File: src/rtl/mcp3008_pkg.sv
// rtl/mcp3008_pkg.sv - shared types and frame timing constants for the MCP3008 responder
package mcp3008_pkg;

  typedef enum logic [2:0] {IDLE, CMD, SAMPLE, DATA, TAIL} state_t;

  localparam int N_DEFAULT        = 10;
  localparam int CHANNELS_DEFAULT = 8;
  localparam int CHAN_N_DEFAULT   = 3;

  // Command word layout {SGL, D2, D1, D0}
  localparam int SGL_BIT = 3;
  localparam int D2_BIT  = 2;
  localparam int D1_BIT  = 1;
  localparam int D0_BIT  = 0;

  // Bit-counter values, counted in rising edges after the start bit
  localparam logic [4:0] CMD_BITS  = 5'd4;
  localparam logic [4:0] NULL_IDX  = 5'd5;
  localparam logic [4:0] DATA_LAST = 5'd15;
  localparam logic [4:0] LSBF_LAST = 5'd24;
  localparam logic [4:0] CNT_MAX   = 5'd31;

endpackage

File: src/rtl/mcp3008_input_sel.sv
// rtl/mcp3008_input_sel.sv - command to conversion result: single-ended mux, clamped differential, range check
module mcp3008_input_sel
  import mcp3008_pkg::*;
#(
  parameter int N        = N_DEFAULT,
  parameter int CHANNELS = CHANNELS_DEFAULT,
  parameter int CHAN_N   = CHAN_N_DEFAULT
) (
  input  logic [3:0]            cmd,
  input  logic [CHANNELS*N-1:0] chan_data,
  output logic [N-1:0]          result
);

  localparam int SLOTS = 1 << CHAN_N;

  logic [N-1:0]      slot [SLOTS];
  logic [SLOTS-1:0]  slot_valid;
  logic [CHAN_N-1:0] pos_idx;
  logic [CHAN_N-1:0] neg_idx;
  logic [N-1:0]      pos_val;
  logic [N-1:0]      neg_val;

  // Addressable slots beyond CHANNELS read as absent so they force a zero result
  genvar g;
  generate
    for (g = 0; g < SLOTS; g++) begin : g_slot
      if (g < CHANNELS) begin : g_real
        assign slot[g]       = chan_data[g*N +: N];
        assign slot_valid[g] = 1'b1;
      end else begin : g_absent
        assign slot[g]       = '0;
        assign slot_valid[g] = 1'b0;
      end
    end
  endgenerate

  // IN- is the pair partner (D0 inverted); a negative difference clamps to zero
  always_comb begin
    pos_idx = {cmd[D2_BIT], cmd[D1_BIT], cmd[D0_BIT]};
    neg_idx = {cmd[D2_BIT], cmd[D1_BIT], ~cmd[D0_BIT]};
    pos_val = slot[pos_idx];
    neg_val = slot[neg_idx];
    result  = '0;
    if (cmd[SGL_BIT]) begin
      if (slot_valid[pos_idx]) result = pos_val;
    end else if (slot_valid[pos_idx] && slot_valid[neg_idx] && (pos_val > neg_val)) begin
      result = pos_val - neg_val;
    end
  end

endmodule

File: src/rtl/mcp3008_responder.sv
// rtl/mcp3008_responder.sv - MCP3008 device-side SPI model; MCP3008_LSBF_EN adds the LSB-first tail repeat
module mcp3008_responder
  import mcp3008_pkg::*;
#(
  parameter int N        = N_DEFAULT,
  parameter int CHANNELS = CHANNELS_DEFAULT,
  parameter int CHAN_N   = CHAN_N_DEFAULT
) (
  input  logic                  reset_n,
  input  logic                  SCLK,
  input  logic                  CS_n,
  input  logic                  din,
  input  logic [CHANNELS*N-1:0] chan_data,
  output logic                  dout,
  output logic                  dout_oe,
  output logic                  sample_stb,
  output logic [N-1:0]          sample_code,
  output logic [3:0]            sample_cmd
);

  state_t       state;
  logic [4:0]   bit_cnt;
  logic [3:0]   cmd;
  logic [N-1:0] result;
  logic [N-1:0] shift_reg;

  mcp3008_input_sel #(
    .N        (N),
    .CHANNELS (CHANNELS),
    .CHAN_N   (CHAN_N)
  ) u_input_sel (
    .cmd       (cmd),
    .chan_data (chan_data),
    .result    (result)
  );

  // Rising edge: frame sequencing, command capture and the sample report pulse
  always_ff @(posedge SCLK or negedge reset_n) begin
    if (!reset_n) begin
      state       <= IDLE;
      bit_cnt     <= '0;
      cmd         <= '0;
      sample_stb  <= 1'b0;
      sample_code <= '0;
      sample_cmd  <= '0;
    end else if (CS_n) begin
      state      <= IDLE;
      bit_cnt    <= '0;
      sample_stb <= 1'b0;
    end else begin
      sample_stb <= 1'b0;
      case (state)
        IDLE: begin
          bit_cnt <= '0;
          if (din) state <= CMD;
        end
        CMD: begin
          cmd     <= {cmd[2:0], din};
          bit_cnt <= bit_cnt + 5'd1;
          if (bit_cnt == CMD_BITS - 5'd1) state <= SAMPLE;
        end
        SAMPLE: begin
          bit_cnt <= bit_cnt + 5'd1;
          state   <= DATA;
        end
        DATA: begin
          bit_cnt <= bit_cnt + 5'd1;
          // shift_reg was loaded on the preceding falling edge
          if (bit_cnt == NULL_IDX) begin
            sample_stb  <= 1'b1;
            sample_code <= shift_reg;
            sample_cmd  <= cmd;
          end
          if (bit_cnt == DATA_LAST) state <= TAIL;
        end
        TAIL: begin
          if (bit_cnt != CNT_MAX) bit_cnt <= bit_cnt + 5'd1;
        end
        default: state <= IDLE;
      endcase
    end
  end

  // Falling edge: latch the result, then rotate it out MSB-first (and back LSB-first in the tail)
  always_ff @(negedge SCLK or negedge reset_n) begin
    if (!reset_n) begin
      dout      <= 1'b0;
      dout_oe   <= 1'b0;
      shift_reg <= '0;
    end else begin
      case (state)
        DATA: begin
          if (bit_cnt == NULL_IDX) begin
            shift_reg <= result;
            dout_oe   <= 1'b1;
            dout      <= 1'b0;
          end else begin
            // Rotating keeps the full word so the tail can replay it
            dout      <= shift_reg[N-1];
            shift_reg <= {shift_reg[N-2:0], shift_reg[N-1]};
          end
        end
        TAIL: begin
`ifdef MCP3008_LSBF_EN
          if (bit_cnt <= LSBF_LAST) begin
            dout      <= shift_reg[1];
            shift_reg <= {shift_reg[0], shift_reg[N-1:1]};
          end else begin
            dout <= 1'b0;
          end
`else
          dout <= 1'b0;
`endif
        end
        default: begin
          dout    <= 1'b0;
          dout_oe <= 1'b0;
        end
      endcase
    end
  end

endmodule
File: config.mk
export PLATFORM = sky130hd
export DESIGN_NAME = mcp3008_responder
export DESIGN_NICKNAME = d
export VERILOG_FILES = /design/src/rtl/mcp3008_pkg.sv /design/src/rtl/mcp3008_input_sel.sv /design/src/rtl/mcp3008_responder.sv
export SDC_FILE = /design/constraint.sdc
export NUM_CORES = 1
export LEC_CHECK = 0
export CAP_MARGIN = 10
export CORE_UTILIZATION = 51
export DETAILED_ROUTE_END_ITERATION = 6
export PLACE_DENSITY = 0.95
export SLEW_MARGIN = 20
export SYNTH_ARGS = -nofsm -noshare
export SYNTH_HDL_FRONTEND = slang
export SYNTH_HIERARCHICAL = 1
export SYNTH_SLANG_ARGS = --single-unit
File: constraint.sdc
create_clock -name SCLK -period 5.9 [get_ports SCLK]
set_clock_uncertainty 0.2 [all_clocks]
set_input_delay 1.18 -clock SCLK [delete_from_list [all_inputs] [get_ports SCLK]]
set_output_delay 1.18 -clock SCLK [all_outputs]
set_load 0.03 [all_outputs]
Word level (Yosys, flattened, before mapping). Memories as Yosys holds them, arrays and structs flattened. Index checks and enable logic that the tools add are counted.

Flip-flop bits (word level): 39. Bits in read-only memories: 16. Input port bits: 84. Output and inout bits: 17. Memories: 2.

Add/subtract/negate cells: 2. Order comparisons: 5. Equal/unequal tests: 14. Mux-type cells: 27. Bitwise gates (word level): 5. Reductions and logical operators: 10.

Memory list: (name not given) (words 8, width 1, read ports 1, clocked after memory_dff 0, wr ports 0, line mcp3008_input_sel.sv:45) `if (slot_valid[pos_idx]) result = pos_val;`; (name not given) (words 8, width 1, read ports 1, clocked after memory_dff 0, wr ports 0, line mcp3008_input_sel.sv:46) `end else if (slot_valid[pos_idx] && slot_valid[neg_idx] && (pos_val > neg_val)) begin`.

Operator list (number): two-way mux 10 bit (8); binary-select mux 10 bit (select 3 bit) (2); case mux 3 bit (5 select lines) (1); case mux 5 bit (3 select lines) (1); two-way mux 3 bit (4); != test 3 bit, second input constant (4); greater-than comparator 10 bit (1); two-way mux 5 bit (2); subtractor 10 bit (1); greater-or-equal comparator 4 bit, second input constant (2); < comparator 3 x 4 -> 1 bit, second input constant (2); two-way mux 1 bit (8); NOT 3 -> 4 bit (2); equality test 3 x 2 -> 1 bit, second input constant (2); AND reduction 2 bit (3); adder 5 x 1 -> 5 bit, second input constant (1); equality test 5 x 2 -> 1 bit, second input constant (1); equality test 5 x 3 -> 1 bit, second input constant (1); equality test 5 x 4 -> 1 bit, second input constant (1); != test 5 bit, second input constant (1); != test 2 bit, second input constant (2); AND reduction 4 bit (1); nonzero test 4 bit (1); equality test 3 x 1 -> 1 bit, second input constant (1); other kinds (7) (10).

Depth between registers and ports, before layout.
Depth after elaboration: 10. Depth in mapped cells: 13. Gate-level depth less buffers: 11.

By module. Netlist, hierarchy kept.

Modules (own cells, without submodules): mcp3008_responder (instances 1, cells each 151, area an instance 1868.0 um^2, sequential area each 975.9 um^2); mcp3008_input_sel (instances 1, cells each 120, area an instance 1295.0 um^2, sequential area each 0.0 um^2).

==> results.sh <==
export IMPL_synth_edf_count=0
export IMPL_dp_cells=471
export IMPL_dp_hpwl_um=7380
export IMPL_synth_area_per_cell_um2=11.7
export IMPL_wire_per_inst_um=22.4
export IMPL_grtUsageMet1_pct=38.2
export IMPL_grt_util_met3_pct=6.85
export IMPL_pwr_share_seq_pct=11.5
export IMPL_netlist_area_mm2=0.00316
export IMPL_grt_max_degree=27
export IMPL_setup_worst_path_start_class="primary input"
export IMPL_end_kind="register"
export IMPL_pwr_share_clk_pct=5.1
export IMPL_cts_root_buf="clkbuf_8"
export IMPL_max_cap_viol_count=0
export IMPL_syn_num_nets=370
export IMPL_worstPathArrival_ps=3760
export IMPL_drive_above_1_share_pct=49.8
export IMPL_synth_area_leaders="dfrtp_1 21%, mux4_2 14%, dfrtn_1 9.5%"
export IMPL_fin_hold_ws_ps=266
export IMPL_r2r_cells=13
export IMPL_path_cells="buf_6 -> mux4_2 -> mux2_4 -> ha_4 -> fa_2 -> nand2b_4 -> a21oi_4 -> buf_6 -> o21ai_4 -> xnor2_2 -> a22o_1 -> mux2i_2 -> o21ai_1"
export IMPL_p_leak_nw=2.33
export IMPL_ys_flop_type="dfrtp_1"
export IMPL_run_status="finished, violations left"
export IMPL_hold_buffers=0
export IMPL_holdPathStages=2
export IMPL_cpMostUsedCell="buf_6"
export IMPL_io_buffers=100
export IMPL_relSlewSlack_pct=39.2
export IMPL_power_switching_mw=1.47
export IMPL_clock_sinks=39
export IMPL_critical_path_required_ps=2850
export IMPL_fin_ws_ps=-904
export IMPL_top_usage_layer="met2"
export IMPL_antenna_left=0
export IMPL_final_area_mm2=0.00487
export IMPL_die_y_um=80.8
export IMPL_grt_pass1_wl_um=15900
export IMPL_cp_max_fo=2
export IMPL_p_comb_share_pct=83.3
export IMPL_rsz0062_at_grt="yes"
export IMPL_ioPinCount=101
export IMPL_p_int_mw=1.94
export IMPL_placed_area_mm2=0.00459
export IMPL_hold_class="reg2reg"
export IMPL_antenna_found_initial=0
export IMPL_nets=524
export IMPL_hold_end="shift_reg[0]$_DFFE_NN0N_"
export IMPL_vias_per_cell=6.33
export IMPL_met2_usage_pct=56.5
export IMPL_finalWirelength_um=11200
export IMPL_clk_latency_ps=300
export IMPL_cts_made_buffers=5
export IMPL_drc=0
export IMPL_critical_path_max_stage_delay_ps=480
export IMPL_final_hold_violation_count=0
export IMPL_grt_overflow=0
export IMPL_dr_pass1_iters=5
export IMPL_power_density_mw_per_mm2=701
export IMPL_num_rows=28
export IMPL_setup_violations=10
export IMPL_clockBufferDepth=2
export IMPL_yosys_top_cells_count="27 x dfrtp_1, 20 x mux2i_1, 20 x mux4_2"
export IMPL_yosysMostFrequentCell="dfrtp_1"
export IMPL_yosys_warnings=6
export IMPL_track_usage_pct=33.5
export IMPL_worstReg2RegEnd="shift_reg[8]$_DFFE_NN0N_"
export IMPL_drt_iter0_drc=339
export IMPL_crit_start="chan_data[70]"
export IMPL_die_x_um=80.8
export IMPL_worstSetupPathType="in2reg"
export IMPL_h_tree_depth=2
export IMPL_timing_hold_worst_start="shift_reg[0]$_DFFE_NN0N_"
export IMPL_dp_slack_ps=-1540
export IMPL_yosys_area_top_type="dfrtp_1"
export IMPL_ys_seq_elements=39
export IMPL_fillers=317
export IMPL_worstMarginPinSlew_ps=909
export IMPL_clk_pin_slew_ps=50
export IMPL_die_area_mm2=0.00652
export IMPL_total_power_mw=3.41
export IMPL_synthArstFlopShare_pct=100
export IMPL_violations="setup timing"
export IMPL_via_count=3172
export IMPL_synth_top_area_share_pct=21.4
export IMPL_timing_rr_start="cmd[1]$_DFFE_PN0P_"
export IMPL_cts_tree="built"
export IMPL_r2r_setup_slack_ps=-590
export IMPL_instances_no_fill=501
export IMPL_num_antenna_cells=0
export IMPL_gp_congestion=0.948
export IMPL_design_core_area_mm2=0.00596
export IMPL_peakVddDrop_v=0.000523
export IMPL_initial_core_util_pct=53.1
export IMPL_seq_area_frac_synth_pct=30.9
export IMPL_drv_slew=0
export IMPL_synthToLayoutAreaGrowth_pct=53.9
export IMPL_slowest_stage="mux4_2"
export IMPL_power_share_switching_pct=43.2
export IMPL_synthesis_instances=271
export IMPL_synth_cell_types=57
export IMPL_grt_pass1_vias=3158
==> metrics by stage <==
step	TNS, ps	utilization (%)
3_5_place_dp	-14730	77.0
4_1_cts	-8240	80.4
5_1_grt	-8750	81.7
3_3_place_gp	-12820	77.0
6_report	-8110	81.7
2_1_floorplan	-7750	-
==> power groups by stage <==
stage          Combinational (mW)  Sequential (mW)  Clock, mW
6_report                     2.84            0.394      0.175
3_5_place_dp                 2.02            0.394          0
2_1_floorplan                1.31            0.362          0
3_3_place_gp                 1.88            0.390          0
5_1_grt                      2.96            0.401      0.188
4_1_cts                      2.33            0.390      0.175
==> repair_timing <==
action                     in CTS  in global routing
gates cloned                    0                  0
pin swaps                      27                 30
setup buffers                  10                 12
setup endpoints to repair      10                 10
resized for setup             168                 97
==> critical path, delay by kind of cell <==
family | cells | cell delay, ps
AOI/OAI and AO/OA | 4 | 560
xor gates and xnor gates | 1 | 160
adders and majority gates | 2 | 510
buffers and inverters | 2 | 230
muxes | 3 | 950
and+or+nand+nor | 1 | 180
==> worst max path at each step <==
| stage | slack [ps] | endpoint |
|---|---|---|
| after floorplan | -790 | shift_reg[9]$_DFFE_NN0N_ |
| after global placement | -1320 | shift_reg[7]$_DFFE_NN0N_ |
| after detailed placement | -1540 | shift_reg[9]$_DFFE_NN0N_ |
| after CTS | -840 | shift_reg[9]$_DFFE_NN0N_ |
| after global routing | -980 | shift_reg[8]$_DFFE_NN0N_ |
| final | -900 | shift_reg[8]$_DFFE_NN0N_ |
==> kinds of logic (layout without fill, tap and decap cells) <==
kind of cell	after synthesis	count (layout)	share of synthesized area [%]
multiplexers	69	69	32.1
AO/OA/AOI/OAI	57	57	14.2
AND/OR/NAND/NOR	56	56	10.1
flip-flops	39	39	30.9
buffers and inverters	28	183	4.67
adder cells (fa/ha/maj)	15	15	6.17
XOR/XNOR	7	7	1.94
==> metal layers <==
metal	up-vias	part of all wire, %
met5	-	0
met4	0	6.3
met3	57	7.3
met2	221	49
met1	1545	38
li1	1349	-
==> cell type report <==
class	instances	area, um^2	share of cell area (%)
repair buffers	164	1340	27.6
well taps	75	93.8	1.93
inverters	11	43.8	0.900
flip-flops and latches	39	976	20.0
clock buffers	7	76.3	1.57
clock inverters	1	5.00	0.103
multi-input cells	204	2330	47.9
==> cells in the final DEF (no fill, tap or decap), drive strengths merged, types with 8 or more instances in the layout <==
cell,n
buf,82
clkbuf,40
mux2,29
dfrtp,27
clkdlybuf4s15,21
mux4,20
mux2i,20
clkdlybuf4s50,19
nand2,19
ha,14
dfrtn,12
o21ai,12
inv,11
a21oi,10
nor2,9
dlymetal6s2s,8
(Power assumes the default switching activity.)
